$ cat config.mk
export PLATFORM = sky130hd
export DESIGN_NAME = muldiv_sequencer
export DESIGN_NICKNAME = d
export VERILOG_FILES = /design/src/rtl/muldiv_sequencer.sv
export SDC_FILE = /design/constraint.sdc
export NUM_CORES = 1
export LEC_CHECK = 0
export ABC_AREA = 1
export CAP_MARGIN = 10
export CORE_MARGIN = 1.5
export CORE_UTILIZATION = 30
export CTS_BUF_LIST = sky130_fd_sc_hd__clkbuf_4 sky130_fd_sc_hd__clkbuf_8
export DETAILED_ROUTE_END_ITERATION = 8
export DONT_BUFFER_PORTS = 1
export GPL_TIMING_DRIVEN = 0
export HOLD_SLACK_MARGIN = 0.02
export PLACE_DENSITY_LB_ADDON = 0.25
export SLEW_MARGIN = 20
export SYNTH_ARGS = -nofsm -noshare
export SYNTH_HDL_FRONTEND = slang
export SYNTH_SLANG_ARGS = --single-unit
$ cat constraint.sdc
create_clock -name clk -period 3.46 [get_ports clk]
set_input_delay 1.038 -clock clk [delete_from_list [all_inputs] [get_ports clk]]
set_output_delay 1.038 -clock clk [all_outputs]
set_load 0.005 [all_outputs]
$ cat src/rtl/muldiv_sequencer.sv
// muldiv_sequencer: iterative signed Booth multiply / restoring divide with HI/LO registers.
// Define MULDIV_EARLY_OUT_EN to let a multiply with a zero operand skip straight to FINISH.
module muldiv_sequencer #(
  parameter int WIDTH = 32
) (
  input  logic             clk,
  input  logic             reset,
  input  logic             MultCtrl,
  input  logic             DivCtrl,
  input  logic [WIDTH-1:0] A,
  input  logic [WIDTH-1:0] B,
  output logic [WIDTH-1:0] HI,
  output logic [WIDTH-1:0] LO,
  output logic             MultStop,
  output logic             DivStop,
  output logic             DivZero,
  output logic             busy
);
  typedef enum logic [2:0] {IDLE, MUL_RUN, DIV_RUN, FINISH, DZERO} state_t;
  state_t state, next;
  logic [5:0] cnt;
  logic [2*WIDTH+1:0] acc, acc_next;
  logic [WIDTH:0] m, hi_in, op, sum;
  logic [WIDTH-1:0] abs_a, abs_b, q, r;
  logic is_mul, neg_q, neg_r, early;
  assign abs_a = A[WIDTH-1] ? -A : A;
  assign abs_b = B[WIDTH-1] ? -B : B;
`ifdef MULDIV_EARLY_OUT_EN
  assign early = (A == '0) || (B == '0);
`else
  assign early = 1'b0;
`endif
  assign busy = state != IDLE;
  assign q = acc[WIDTH:1];
  assign r = acc[2*WIDTH:WIDTH+1];
  always_ff @(posedge clk or negedge reset)
    if (!reset) state <= IDLE;
    else state <= next;
  always_comb begin
    next = IDLE;
    case (state)
      IDLE:             next = MultCtrl ? (early ? FINISH : MUL_RUN) : DivCtrl ? (B == '0 ? DZERO : DIV_RUN) : IDLE;
      MUL_RUN, DIV_RUN: next = cnt == 6'd1 ? FINISH : state;
      default:          next = IDLE;
    endcase
  end
  // Multiply: acc = {P_hi(W+1), P_lo(W), q-1}; divide: acc = {R(W+1), Q(W), 0}.
  always_comb begin
    hi_in    = is_mul ? acc[2*WIDTH+1:WIDTH+1] : {acc[2*WIDTH:WIDTH+1], acc[WIDTH]};
    op       = (!is_mul || acc[1:0] == 2'b10) ? -m : acc[1:0] == 2'b01 ? m : '0;
    sum      = hi_in + op;
    acc_next = is_mul ? {sum[WIDTH], sum, acc[WIDTH:1]}
                      : {sum[WIDTH] ? hi_in : sum, acc[WIDTH-1:1], ~sum[WIDTH], 1'b0};
  end
  always_ff @(posedge clk or negedge reset)
    if (!reset) begin
      cnt      <= '0;
      acc      <= '0;
      m        <= '0;
      is_mul   <= 1'b0;
      neg_q    <= 1'b0;
      neg_r    <= 1'b0;
      HI       <= '0;
      LO       <= '0;
      MultStop <= 1'b0;
      DivStop  <= 1'b0;
      DivZero  <= 1'b0;
    end else begin
      MultStop <= state == FINISH && is_mul;
      DivStop  <= state == FINISH && !is_mul;
      DivZero  <= state == DZERO;
      if (state == IDLE) begin
        cnt    <= 6'(WIDTH);
        is_mul <= MultCtrl;
        neg_q  <= A[WIDTH-1] ^ B[WIDTH-1];
        neg_r  <= A[WIDTH-1];
        m      <= MultCtrl ? {A[WIDTH-1], A} : {1'b0, abs_b};
        acc    <= MultCtrl ? (early ? '0 : {{(WIDTH+1){1'b0}}, B, 1'b0})
                           : {{(WIDTH+1){1'b0}}, abs_a, 1'b0};
      end else if (state == MUL_RUN || state == DIV_RUN) begin
        cnt <= cnt - 6'd1;
        acc <= acc_next;
      end
      if (state == FINISH) begin
        HI <= (!is_mul && neg_r) ? -r : r;
        LO <= (!is_mul && neg_q) ? -q : q;
      end
    end
endmodule

; Word level (Yosys, flattened, before mapping)
; Cells that the tools add are included.
[totals]
register_bits = 178
in_bits = 68
output_inout_bits = 68
elab_cells = 61
[classes]
add_sub_neg = 7
n_eq_ne = 8
muxes = 20
bitwise_logic = 2
n_reduce_logical = 12
[op_table]
columns = operator, count
row1 = two-way mux 33 bit, 6
row2 = two-way mux 66 bit, 3
row3 = two-way mux 32 bit, 4
row4 = negator 32 bit, 4
row5 = adder 33 bit, 1
row6 = negator 33 bit, 1
row7 = logical NOT 32 bit, 1
row8 = two-way mux 3 bit, 4
row9 = two-way mux 6 bit, 2
row10 = equality test 3 x 2 -> 1 bit (second input constant), 2
row11 = equality test 6 x 1 -> 1 bit (second input constant), 1
row12 = one-hot mux 3 bit (2 select lines), 1
row13 = subtractor 6 x 1 -> 6 bit (second input constant), 1
row14 = logical AND 1 bit, 4
row15 = equality test 3 x 1 -> 1 bit (second input constant), 1
row16 = equality test 3 bit (second input constant), 1
row17 = logical NOT 3 bit, 1
row18 = nonzero test 3 bit, 1
row19 = equality test 2 x 1 -> 1 bit (second input constant), 1
row20 = equality test 2 bit (second input constant), 1
row21 = logical OR 1 bit, 2
row22 = != test 2 bit (second input constant), 1
row23 = nonzero test 2 bit, 1
row24 = OR reduction 2 bit, 1
row25 = other kinds (3), 3

; Logic depth before layout (Yosys ltp)
; Gate-level depths: netlist of run 1.
[logic_depth]
word_depth = 8
depth_mapped = 28
mapped_depth_nobuf = 27

; Worst setup path after synthesis of run 1
; OpenSTA, ideal clock, no wires.
[synth_path]
path_type = flip-flop to flip-flop
startpoint = register m[4]
endpoint = register acc[36]
setup_ps = 116
arrival_ps = 3120
required_time_ps = 3344
path_slack_ps = 223
path_stages_with_launch = 27
path_buffers = 1
synth_period_minus_slack_ps = 3237
cell_sequence = dfrtp_1 -> nor2_1 -> nand4_1 -> nor2_1 -> nand2_1 -> nor3_1 -> nand3_1 -> nor2_1 -> nand3_1 -> nand2_1 -> o21ai_0 -> o21ai_0 -> inv_1 -> ha_1 -> nand2_1 -> nand2_1 -> nand3_1 -> nand2_1 -> a21oi_1 -> nand2_1 -> a21oi_1 -> nand3_2 -> buf_2 -> nand3_1 -> nand3_1 -> nand2_1 -> nand2_1
[synth_via]
elab_chain_len = 7
word_cells_on_any_way = 8
cone_classes = 2 x add/sub / 6 x mux
[synth_lines]
columns = element, line_no
row1 = start: declaration, 23  ; logic [WIDTH:0] m, hi_in, op, sum;
row2 = start signal: assignment, 77  ; m <= MultCtrl ? {A[WIDTH-1], A} : {1'b0, abs_b};
row3 = negator 33 bit / two-way mux 33 bit (equally long branches), 50  ; op = (!is_mul || acc[1:0] == 2'b10) ? -m : acc[1:0] == 2'b01 ? m : '0;
row4 = two-way mux 33 bit (*), 50
row5 = adder 33 bit (*), 51  ; sum = hi_in + op;
row6 = two-way mux 33 bit, 53  ; : {sum[WIDTH] ? hi_in : sum, acc[WIDTH-1:1], ~sum[WIDTH], 1'b0};
row7 = two-way mux 66 bit (*), 52  ; acc_next = is_mul ? {sum[WIDTH], sum, acc[WIDTH:1]}
row8 = two-way mux 66 bit (*), 80  ; end else if (state == MUL_RUN || state == DIV_RUN) begin
row9 = two-way mux 66 bit (*), 72  ; if (state == IDLE) begin
row10 = end signal: assignment, 78  ; acc <= MultCtrl ? (early ? '0 : {{(WIDTH+1){1'b0}}, B, 1'b0})
row11 = end signal: assignment, 82  ; acc <= acc_next;
row12 = end: declaration, 22  ; logic [2*WIDTH+1:0] acc, acc_next;
; Mark *: on every way between the ends. The rest lies on a longest branch, timed or not. The select of a mux whose other input is x is not followed.
; A chain may end at the register's enable or synchronous reset.

; Worst setup path after layout of run 1
[layout_path]
startpoint = register is_mul
endpoint = register acc[36]
[layout_via]
elab_chain_len = 8
word_cells_on_any_way = 9
cone_classes = 1 x add/sub / 6 x mux / 2 x reduce/logical
[layout_lines]
columns = element, line_no
row1 = start: declaration, 25  ; logic is_mul, neg_q, neg_r, early;
row2 = start signal: assignment, 74  ; is_mul <= MultCtrl;
row3 = logical NOT 1 bit, 50
row4 = logical OR 1 bit, 50
row5 = two-way mux 33 bit, 50
row6 = adder 33 bit, 51
row7 = two-way mux 33 bit, 53
row8 = two-way mux 66 bit (*), 52
row9 = two-way mux 66 bit (*), 80
row10 = two-way mux 66 bit (*), 72
; Marks and branches as above.

==> results of run 1 <==
sequential cells by signal (all words and copies together) (netlist names), 3 cells and up:
signal / count
HI: 32
LO: 32
acc: 66
cnt: 6
m: 33
state: 3
per-layer routing:
metal	track usage [%]	part of all wire (%)	up-vias
met5	0	0.018	-
met4	10.5	4.4	2
met3	5.22	8.1	133
met2	40.2	44	662
met1	33.9	43	7966
li1	-	-	7981
synth_stat cells, types with 3 or more instances:
| master | n |
|---|---|
| a22oi_1 | 24 |
| dfrtp_1 | 178 |
| o21ai_1 | 5 |
| nor3_1 | 40 |
| o22ai_1 | 14 |
| clkbuf_1 | 76 |
| nor2_2 | 3 |
| xor2_1 | 65 |
| nor3_2 | 3 |
| buf_2 | 15 |
| xnor2_1 | 8 |
| nand3_1 | 210 |
| buf_4 | 3 |
| or2_2 | 6 |
| nor4_1 | 6 |
| o21bai_1 | 11 |
| o221ai_1 | 18 |
| nor2_1 | 225 |
| a21oi_1 | 95 |
| a31oi_1 | 5 |
| a221oi_1 | 21 |
| nand4_1 | 25 |
| nand2_1 | 668 |
| ha_1 | 39 |
| o211ai_1 | 13 |
| inv_2 | 8 |
| inv_1 | 306 |
| o21ai_0 | 241 |
| o31ai_1 | 23 |
timing repair:
item | 4_1_cts | 5_1_grt
pin swaps | 51 | 67
cloned | 4 | 1
gates resized for setup | 189 | 137
endpoints found under the setup margin | 34 | 34
hold buffers | 0 | 0
setup buffers | 33 | 14
layout make-up:
type,count,area [um2],share of cell area (%)
Multi-Input combinational cell,1790,9850,55.8
Sequential cell,178,4460,25.3
Inverter,315,1190,6.74
Tap cell,664,831,4.71
Buffer,96,482,2.73
Timing Repair Buffer,52,434,2.46
Clock buffer,17,234,1.33
Clock inverter,15,160,0.907
cells by family (layout without fill, tap and decap cells):
group	Yosys count	count (layout)	synth area share, %
simple gates	1195	1195	33.2
compound gates	481	481	18.7
buf+inv	411	495	10.5
flops	178	178	29.8
xor+xnor	73	73	4.28
fa+ha+maj	40	40	3.40
mux	1	1	0.0670
metrics by stage:
step | util [%] | instances | setup TNS, ps
2_1_floorplan | - | 2379 | 0
3_3_place_gp | 32.1 | 3043 | -33930
3_5_place_dp | 32.1 | 3043 | -34470
4_1_cts | 34.8 | 3112 | -5180
5_1_grt | 36.0 | 3127 | -11270
6_report | 36.0 | 3127 | -5960
worst max-delay path: stages, from the launching register on:
cell	delay [ps]
dfrtp_2	480
buf_4	160
clkbuf_1	200
o21ai_0	670
ha_1	410
nand2_1	100
nand2_1	80
inv_2	60
nand2_2	90
nand2_1	80
nand2_1	100
nand2_1	130
nand2_4	90
nand2_1	120
nand3_4	110
nand3_4	160
nand2_8	100
buf_6	150
nand2_2	50
nand3_2	80
nand2_2	120
nand2_2	50
worst max path at each step:
stage / to / from / slack, ps / cells past startpoint
floorplan: acc[36] / m[4] / 220 / 26
global placement: acc[34] / is_mul / -1070 / 23
detailed placement: acc[34] / is_mul / -1090 / 23
CTS: acc[43] / m[3] / -190 / 27
global route: acc[43] / m[4] / -380 / 28
finish: acc[36] / is_mul / -240 / 21
==> impl_metrics.py, run 1 <==
metrics = {
    "synth": {
        "synth.area.top_cells": "dfrtp_1, nand2_1, o21ai_0",
        "syn_area_um2": 14900,
        "synth.top_cell.area_share_pct": 29.8,
        "synth_seq_cells": 178,
        "synth_edf_count": 0,
        "synth.yosys.seq_area_share_pct": 29.8,
        "ys_async_sr_fraction_pct": 100,
        "synth_cells": 2379,
        "synth_warnings": 0,
        "ys.flop_type": "dfrtp_1",
        "synth_top_area_cell": "dfrtp_1",
        "syn_area_per_cell_um2": 6.28,
        "synth_fp_nets": 2487,
        "yosys.cell_types.count": 48,
    },
    "setup_path": {
        "path_max_fanout": 10,
        "rr_worst_depth": 21,
        "r2r_slack_ps": -240,
        "critPathRequiredTime_ps": 3860,
        "r2r_start": "is_mul",
        "crit_arrival_ps": 4100,
        "worstSetupStartpointType": "flip-flop",
        "critPathCaptureType": "flip-flop",
        "reg2reg_to": "acc[36]",
        "path_class": "flip-flop to flip-flop",
    },
    "placement": {
        "dp_slack_ps": -1090,
        "placedInstanceArea_um2": 15800,
        "place.gp.congestion": 0.999,
        "dp_hpwl_mm": 52.5,
        "numPortBuffers": 0,
    },
    "drt": {
        "wl_mm": 65.9,
        "drc": 0,
        "ant_nets": 0,
        "vias_per_cell": 5.35,
        "post_drt_wl_per_cell_um": 21.1,
        "dr_total_vias": 16700,
        "first_iter_violations": 1586,
        "first_pass_iters": 8,
    },
    "grt": {
        "grt_max_degree": 179,
        "grt_usage_pct": 25.5,
        "grt_pass1_wl_mm": 97.5,
        "grt-ovfl-total": 0,
        "grt_pass1_vias": 15700,
        "antenna_found_initial": 1,
    },
    "finish": {
        "antenna_cells": 0,
        "syn_to_final_growth_pct": 18.1,
        "stdcell_area_um2": 17600,
        "final_cell_mix": "nand2_1, inv_1, o21ai_0",
        "drive_above_1_share_pct": 13.7,
        "fin_nets": 2558,
        "final_common_cell": "nand2_1",
        "fill_cells": 5452,
    },
    "sta": {
        "worst_pin_slew_ps": 1100,
        "finClkSkew_ps": 26.6,
        "finalHoldViolCount": 0,
        "setup_violations": 34,
        "whs_ps": 227,
        "fmax_ghz": 0.270,
        "slew_headroom_pct": 26.2,
        "slew_viol_final": 0,
        "rsz0062_at_grt": "true",
        "timing.final.ws_setup_ps": -241,
        "fin_crit_ps": 3700,
        "fin_crit_sh_pct": 107,
    },
    "clock_tree": {
        "max-clock-path-buffers": 2,
        "htree_levels": 4,
        "clock-root-buffer": "clkbuf_8",
        "cts_made_buffers": 17,
        "cts_tree": "built",
        "cts.sinks": 178,
        "clk-insertion-delay-late_ps": 520,
        "clk_pin_slew_ps": 110,
    },
    "floorplanning": {
        "die-area_um2": 51100,
        "row_count": 81,
        "die_h_um": 226,
        "start_util_pct": 30.5,
        "core_area_um2": 49100,
        "io_pins": 136,
        "die_w_um": 226,
    },
    "run_status": {
        "violations": "negative setup slack",
        "status": "complete, but fails checks",
    },
    "min_path": {
        "hold_class": "input port to asynchronous set/reset pin",
    },
    "job": {
        "cap_viol_max_count": 0,
    },
}
Power of run 1 is not shown: default switching activity piles up to over one toggle a cycle in this logic, so the estimate is an artifact.
==> run 2, diff against run 1 <==
SKIP_CTS_REPAIR_TIMING = 1   (was not set)
==> impl_metrics.py, run 2 (synthesized netlist as in run 1, its figures left out) <==
metrics = {
    "run_status": {
        "status": "complete, but fails checks",
        "violations": "negative setup slack",
    },
    "drt": {
        "first_iter_violations": 1530,
        "dr_total_vias": 16600,
        "ant_nets": 0,
        "vias_per_cell": 5.35,
        "wl_mm": 65.4,
        "first_pass_iters": 8,
        "post_drt_wl_per_cell_um": 21.1,
        "drc": 0,
    },
    "finish": {
        "finish.utilization_pct": 35.0,
        "finalNonFillerCells": 3099,
        "final_common_cell": "nand2_1",
        "drive_above_1_share_pct": 10.6,
        "top_register": "acc",
        "antenna_cells": 0,
        "largest_register_ffs": 66,
        "fin_nets": 2530,
        "top_regs": "acc x66, m x33",
        "final_cell_mix": "nand2_1, inv_1, o21ai_0",
        "syn_to_final_growth_pct": 14.9,
    },
    "floorplanning": {
        "core_area_um2": 49100,
        "start_util_pct": 30.5,
        "die_w_um": 226,
        "die-area_um2": 51100,
        "die_h_um": 226,
        "row_count": 81,
        "io_pins": 136,
    },
    "setup_path": {
        "path_max_fanout": 10,
        "rr_worst_depth": 18,
        "r2r_slack_ps": -480,
        "critPathCaptureType": "flip-flop",
        "critPathRequiredTime_ps": 3860,
        "cp-startpoint": "is_mul",
        "reg2reg_to": "acc[51]",
        "worstSetupStartpointType": "flip-flop",
        "path_class": "flip-flop to flip-flop",
        "r2r_start": "is_mul",
        "crit_arrival_ps": 4350,
    },
    "placement": {
        "place.gp.congestion": 0.999,
        "numPortBuffers": 0,
        "dp_cells": 3043,
        "dp_hpwl_mm": 52.5,
    },
    "clock_tree": {
        "cts.sinks": 178,
        "clock-root-buffer": "clkbuf_8",
        "cts_made_buffers": 17,
        "cts_tree": "built",
        "max-clock-path-buffers": 2,
        "clk_pin_slew_ps": 110,
        "htree_levels": 4,
        "clk-insertion-delay-late_ps": 520,
    },
    "sta": {
        "worst_pin_slew_ps": 1050,
        "setup_violations": 34,
        "rsz0062_at_grt": "true",
        "fmax_ghz": 0.254,
        "fin_crit_ps": 3940,
        "fin_setup_tns_ps": -14720,
        "slew_headroom_pct": 29.2,
        "timing.final.ws_setup_ps": -484,
        "whs_ps": 232,
        "slew_viol_final": 0,
        "fin_crit_sh_pct": 114,
        "finalHoldViolCount": 0,
        "finClkSkew_ps": 27.0,
    },
    "grt": {
        "grt_usage_pct": 25.1,
        "grt-ovfl-total": 0,
        "grt_pass1_vias": 15300,
        "antenna_found_initial": 1,
        "grt_max_degree": 179,
        "grt_pass1_wl_mm": 95.6,
    },
    "min_path": {
        "hold_class": "input port to asynchronous set/reset pin",
    },
    "job": {
        "cap_viol_max_count": 0,
    },
}
run 2: cell types whose count changed in the layout (fill, tap and decap cells not counted), sizes merged:
| cell | delta |
|---|---|
| buf | -31 |
| clkbuf | +3 |
run 2: final cells by class:
cell class | instances | area [um2]
plain buffers | 96 | 465
clock buffers | 17 | 234
clock inverters | 15 | 160
fillers | 5477 | 31900
inverters | 315 | 1180
multi-input cells | 1790 | 9590
flip-flops and latches | 178 | 4460
well taps | 664 | 831
repair buffers | 24 | 236
run 2: worst max-delay path by stage:
stage                   end  cells past startpoint
finish              acc[51]                     18
global route        acc[51]                     24
global placement    acc[34]                     23
detailed placement  acc[34]                     23
floorplan           acc[36]                     26
CTS                 acc[34]                     23
run 2: through the flow:
step	area, um2	worst slack (ps)
floorplan	14900	223
global placement	15800	-1070
detailed placement	15800	-1090
CTS	16200	-1110
global route	17200	-682
finish	17200	-484
run 2: layer usage:
layer | part of all wire, % | global-route usage (%) | up-vias
li1 | - | - | 7918
met1 | 44 | 33.7 | 7949
met5 | 0.018 | 0 | -
met4 | 4.2 | 10.7 | 2
met2 | 44 | 38.9 | 610
met3 | 7.3 | 5.04 | 115
run 2: worst max-delay path: stages (launching register included):
cell and delay (ps):
dfrtp_2 490, clkbuf_1 230, o21ai_0 870, ha_1 420, nand2_1 160, inv_1 60
a21oi_1 240, nand2_1 170, nand2_1 100, nand2_2 120, nand2_1 110, nand3_2 120
nand3_4 170, nand2_8 100, clkbuf_16 170, nand2_4 50, nand3_2 90, nand2_2 110
nand2_1 50
Power of run 2 is left out for the same reason.
